--- src/rtl/counter_session_sched.sv ---
// Round-robin session scheduler in front of a shared bounded up/down counter.
// Each granted requester gets one session: load its target, ramp the counter
// up until it reports max, ramp it back down until it reports min, then pulse
// done. A step watchdog aborts sessions whose counter flags never arrive.
module counter_session_sched #(
    parameter int unsigned N_REQ = 4,
    parameter int unsigned WIDTH = 4
) (
    input  logic                     clk,
    input  logic                     reset,
    input  logic [N_REQ-1:0]         req,
    input  logic [N_REQ*WIDTH-1:0]   target,
    output logic [N_REQ-1:0]         gnt,
    output logic [N_REQ-1:0]         done,
    output logic                     err,
    output logic                     busy,
    output logic                     load_en,
    output logic [WIDTH-1:0]         count_to,
    output logic                     count_inc,
    output logic                     count_dec,
    input  logic                     flag_count_max,
    input  logic                     flag_count_min
);

    localparam int unsigned IDX_W  = (N_REQ > 1) ? $clog2(N_REQ) : 1;
    localparam int unsigned STEP_W = WIDTH + 1;

    // Watchdog limits: up phase may take 2^W-1 steps, whole session 2^(W+1)-1
    localparam logic [STEP_W-1:0] UP_LIMIT = STEP_W'((1 << WIDTH) - 1);
    localparam logic [STEP_W-1:0] DN_LIMIT = STEP_W'((1 << (WIDTH + 1)) - 1);
    localparam logic [IDX_W-1:0]  LAST_IDX = IDX_W'(N_REQ - 1);

    typedef enum logic [3:0] {
        S_IDLE,
        S_LOAD,
        S_UP_PULSE,
        S_UP_WAIT,
        S_UP_CHECK,
        S_DN_PULSE,
        S_DN_WAIT,
        S_DN_CHECK,
        S_DONE
    } state_t;

    state_t              state_q, state_d;
    logic [IDX_W-1:0]    win_q, win_d;
    logic [IDX_W-1:0]    rr_q, rr_d;
    logic [STEP_W-1:0]   step_q, step_d;
    logic                abort_d;

    logic [WIDTH-1:0]    tgt_arr [N_REQ];
    logic                arb_found;
    logic [IDX_W-1:0]    arb_idx;

    function automatic logic [N_REQ-1:0] one_hot(input logic [IDX_W-1:0] idx);
        return N_REQ'(1) << idx;
    endfunction

    // Unpack the per-requester targets
    always_comb begin
        for (int i = 0; i < N_REQ; i++) begin
            tgt_arr[i] = target[i*WIDTH +: WIDTH];
        end
    end

    // Round-robin search: first set req at or above the pointer, with wrap
    always_comb begin
        arb_found = 1'b0;
        arb_idx   = '0;
        for (int k = 0; k < N_REQ; k++) begin
            if (!arb_found && req[IDX_W'((int'(rr_q) + k) % N_REQ)]) begin
                arb_found = 1'b1;
                arb_idx   = IDX_W'((int'(rr_q) + k) % N_REQ);
            end
        end
    end

    // Next-state, winner/pointer latch and abort decision
    always_comb begin
        state_d = state_q;
        win_d   = win_q;
        rr_d    = rr_q;
        abort_d = 1'b0;
        case (state_q)
            S_IDLE: begin
                if (arb_found) begin
                    state_d = S_LOAD;
                    win_d   = arb_idx;
                    rr_d    = (arb_idx == LAST_IDX) ? '0 : arb_idx + IDX_W'(1);
                end
            end
            S_LOAD:     state_d = S_UP_WAIT;
            S_UP_PULSE: state_d = S_UP_WAIT;
            S_UP_WAIT:  state_d = S_UP_CHECK;
            S_UP_CHECK: begin
                if (flag_count_max) begin
                    state_d = S_DN_CHECK;
                end else if (step_q == UP_LIMIT) begin
                    state_d = S_DONE;
                    abort_d = 1'b1;
                end else begin
                    state_d = S_UP_PULSE;
                end
            end
            S_DN_PULSE: state_d = S_DN_WAIT;
            S_DN_WAIT:  state_d = S_DN_CHECK;
            S_DN_CHECK: begin
                if (flag_count_min) begin
                    state_d = S_DONE;
                end else if (step_q == DN_LIMIT) begin
                    state_d = S_DONE;
                    abort_d = 1'b1;
                end else begin
                    state_d = S_DN_PULSE;
                end
            end
            S_DONE:     state_d = S_IDLE;
            default:    state_d = S_IDLE;
        endcase
    end

    // Step counter: one per issued pulse, cleared when the session ends
    always_comb begin
        step_d = step_q;
        if (state_q == S_UP_PULSE || state_q == S_DN_PULSE) begin
            step_d = step_q + STEP_W'(1);
        end else if (state_q == S_DONE) begin
            step_d = '0;
        end
    end

    // State, bookkeeping and Moore outputs registered from the next state
    always_ff @(posedge clk) begin
        if (reset) begin
            state_q   <= S_IDLE;
            win_q     <= '0;
            rr_q      <= '0;
            step_q    <= '0;
            gnt       <= '0;
            done      <= '0;
            err       <= 1'b0;
            busy      <= 1'b0;
            load_en   <= 1'b0;
            count_to  <= '0;
            count_inc <= 1'b0;
            count_dec <= 1'b0;
        end else begin
            state_q   <= state_d;
            win_q     <= win_d;
            rr_q      <= rr_d;
            step_q    <= step_d;
            gnt       <= (state_d != S_IDLE) ? one_hot(win_d) : '0;
            done      <= (state_d == S_DONE) ? one_hot(win_d) : '0;
            err       <= abort_d;
            busy      <= (state_d != S_IDLE);
            load_en   <= (state_d == S_LOAD);
            count_to  <= (state_d == S_LOAD) ? tgt_arr[arb_idx] : '0;
            count_inc <= (state_d == S_UP_PULSE);
            count_dec <= (state_d == S_DN_PULSE);
        end
    end

endmodule

--- config.mk ---
export PLATFORM = sky130hd
export DESIGN_NAME = counter_session_sched
export DESIGN_NICKNAME = d
export VERILOG_FILES = /design/src/rtl/counter_session_sched.sv
export SDC_FILE = /design/constraint.sdc
export NUM_CORES = 1
export LEC_CHECK = 0
export CAP_MARGIN = 20
export CORE_MARGIN = 2
export CORE_UTILIZATION = 53
export CTS_BUF_LIST = sky130_fd_sc_hd__clkbuf_4
export DETAILED_ROUTE_END_ITERATION = 8
export GPL_ROUTABILITY_DRIVEN = 0
export HOLD_SLACK_MARGIN = 0.03
export PLACE_DENSITY = 0.87
export SYNTH_ARGS = -nofsm -noshare
export SYNTH_HDL_FRONTEND = slang
export SYNTH_SLANG_ARGS = --single-unit
--- constraint.sdc ---
create_clock -name clk -period 3.8 [get_ports clk]
set_input_delay 0.38 -clock clk [delete_from_list [all_inputs] [get_ports clk]]
set_output_delay 0.38 -clock clk [all_outputs]
set_load 0.03 [all_outputs]
==> results.py <==
metrics = {
    "floorplanning": {
        "placementRows": 19,
        "io_pins": 41,
        "start_util": 0.557,
        "die_y_um": 57.6,
        "die_x_um": 57.6,
        "core_area_mm2": 0.00273,
        "die-area_mm2": 0.00332,
    },
    "clock_network": {
        "cts_buffers": 5,
        "cts_setup_buffers": 0,
        "clkSlewWorstSetupHoldPaths_ns": 0.10,
        "h-tree-depth": 2,
        "clock_latency_ns": 0.33,
        "root_buffer": "clkbuf_4",
        "cts_tree": "yes",
        "cts_hold_buf": 0,
        "cts-resized-gates": 0,
        "clock_sinks": 30,
        "cts.path.max_buffers": 2,
    },
    "worst_setup_path": {
        "crit_family": "simple AND/OR/NAND/NOR gates",
        "worst_r2r_startpoint": "step_q[0]$_SDFFE_PP0P_",
        "cp-startpoint": "step_q[0]$_SDFFE_PP0P_",
        "crit_path_frequent_cell": "ha_1",
        "worstPathRequired_ns": 4.01,
        "r2r_setup_slack_ns": 1.59,
        "critPathLaunchType": "flip-flop",
        "cpPeakStageDelay_ns": 0.36,
        "critPathArrivalTime_ns": 2.42,
        "crit_path_end_kind": "flip-flop",
        "cpMaxStageDelayCell": "nor4_2",
        "critPathMaxFanout": 5,
        "path_buf_inv": 0,
        "cp_cell_sequence": "ha_1 -> and3_1 -> ha_1 -> nor4_2 -> or3_1 -> nand4_1 -> o21bai_2 -> nor3_1",
        "ff2ff_path_depth": 8,
        "critPathKind": "reg -> reg",
        "rr_endpoint": "gnt[2]$_SDFF_PP0_",
    },
    "pwr": {
        "power_leakage_nw": 0.709,
        "pwr-share-seq": 0.341,
        "p_clk_frac": 0.134,
        "netSwitchingFraction": 0.438,
        "combPwrFrac": 0.525,
        "peakVddDrop_mv": 0.568,
        "power_density_mw_per_mm2": 701,
        "p_int_w": 0.000773,
        "power.switching_w": 0.000603,
        "power_w": 0.00138,
    },
    "detailed_routing": {
        "vias": 1293,
        "avgViaCountPerCell": 5.72,
        "final_antenna_net_count": 0,
        "dr.first_iter.drc_count": 38,
        "drt-wirelength-per-cell_um": 15.5,
        "wl_um": 3490,
        "drc_errors": 0,
        "dr.pass1.iters": 5,
    },
    "global_routing": {
        "grtUsageTotal": 0.238,
        "grt_pass1_wl_um": 5970,
        "antenna_found_initial": 0,
        "gr-total-overflow": 0,
        "grt_max_degree": 17,
        "grt_pass1_vias": 1294,
    },
    "logic_synthesis": {
        "synth_seq_area_share": 0.395,
        "ys_warn_count": 0,
        "synthesis.nets": 182,
        "synthArstFlopShare": 0,
        "synth.area.mux_share": 0.0452,
        "synth_area_mm2": 0.00152,
        "synth_cell_type_count": 54,
        "synth_xor_xnor_area_share": 0.0173,
        "synth-simple-area-share": 0.228,
        "synth-seq-cells": 30,
        "synth_compound_area_frac": 0.244,
        "syn_avg_cell_area_um2": 9.82,
        "synth_edf_count": 0,
        "synth-adder-area-share": 0.0247,
        "netlist_instances": 155,
        "synthFlopType": "dfxtp_1",
        "synth_top_family_by_area": "compound AO/OA/AOI/OAI gates",
    },
    "worst_hold_path": {
        "min_path_type": "reg -> reg",
        "min_to": "step_q[2]$_SDFFE_PP0P_",
        "hold_depth": 2,
        "hp-start": "step_q[2]$_SDFFE_PP0P_",
    },
    "sta": {
        "maxSlewViolCount": 0,
        "fin_setup_tns_ns": 0,
        "finalCritPeriodShare": 0.582,
        "fin_crit_ns": 2.21,
        "hold_violations": 0,
        "finalWorstSetupSlack_ns": 1.59,
        "fin_worst_skew_ns": 0.00330,
        "relSlewSlack": 0.546,
        "tightest_slew_ns": 0.679,
        "timing.fmax_mhz": 452,
        "finalSetupViolCount": 0,
        "grt_setup_unrepaired": "no",
    },
    "final_layout": {
        "syn_to_final_growth_pct": 29.0,
        "final_cell_mix": "clkdlybuf4s50_1, dfxtp_1, nor2_1, a21oi_1",
        "n_antenna_cell": 0,
        "final_util": 0.718,
        "drive_gt1_frac": 0.149,
        "mostFrequentLayoutCell": "clkdlybuf4s50_1",
        "fin_nets": 221,
    },
    "place": {
        "port_buffers": 40,
        "detailed_place_hpwl_um": 2500,
        "pre_cts_slack_ns": 1.51,
    },
    "job": {
        "drv_cap": 0,
    },
    "status": {
        "status": "finished, final reports clean",
    },
}
## layer usage
metal / GRT usage / routed length [µm]
met1: 0.284 / 1580
met3: 0.0794 / 180
met4: 0.0963 / 65
met5: 0 / 0
met2: 0.393 / 1670
## registers in the layout, indices dropped and copies added (netlist names)
register / cells
step_q: 5
gnt: 4
load_en: 1
busy: 1
state_q: 4
count_dec: 1
err: 1
rr_q: 2
count_to: 4
count_inc: 1
win_q: 2
done: 4
## cell families after synthesis
group	after synthesis
flops	30
fa+ha+maj	3
buf+inv	13
mux	6
xor+xnor	3
compound gates	42
simple gates	58
## how the worst max path moves through the flow
stage / end / cells past startpoint
2_1_floorplan: gnt[2]$_SDFF_PP0_ / 8
3_3_place_gp: gnt[2]$_SDFF_PP0_ / 6
3_5_place_dp: gnt[2]$_SDFF_PP0_ / 6
4_1_cts: gnt[2]$_SDFF_PP0_ / 8
5_1_grt: gnt[2]$_SDFF_PP0_ / 8
6_report: gnt[2]$_SDFF_PP0_ / 8
## per-stage QoR
step / cell area, µm² / instances / hold slack (ns)
CTS: 1960 / 226 / 0.503
floorplan: 1520 / 155 / 0.453
global route: 1960 / 226 / 0.538
finish: 1960 / 226 / 0.521
global placement: 1910 / 218 / 0.467
detailed placement: 1910 / 218 / 0.489
## synthesized netlist by cell type, types with 3 or more instances
cell type  number  area [µm²]
nand2_1         6        22.5
mux2i_1         4        40.0
a211oi_1        6        45.0
inv_1           3        11.3
o21ai_1         3        15.0
and2_1          3        18.8
clkbuf_1        3        11.3
a211oi_2        4        50.1
a21oi_1         8        40.0
ha_1            3        37.5
nor2b_1         6        37.5
nor3_1          4        20.0
or3_1           3        18.8
xnor2_1         3        26.3
nor2_1         18        67.6
dfxtp_1        30         601
a21boi_0        4        30.0
## power by group through the flow
stage	sequential, W	combinational (W)	clock, W
2_1_floorplan	0.000525	0.000504	0
3_3_place_gp	0.000469	0.000693	0
3_5_place_dp	0.000475	0.000717	0
4_1_cts	0.000467	0.000728	0.000189
5_1_grt	0.000479	0.000789	0.000202
6_report	0.000469	0.000723	0.000184
## worst register-to-register path: cells and delay by family, from the launching register on
family,cells,cell delay (ns)
simple gates,5,0.98
fa+ha+maj,2,0.43
flops,1,0.35
compound gates,1,0.33
## final cells by class
cell class	instances	area, µm²
well taps	31	38.8
clock inverters	3	16.3
repair buffers	40	400
multi-input cells	112	851
fillers	201	771
inverters	5	18.8
flip-flops and latches	30	601
clock buffers	5	37.5
Note: power is estimated with default switching activity, not from simulation.
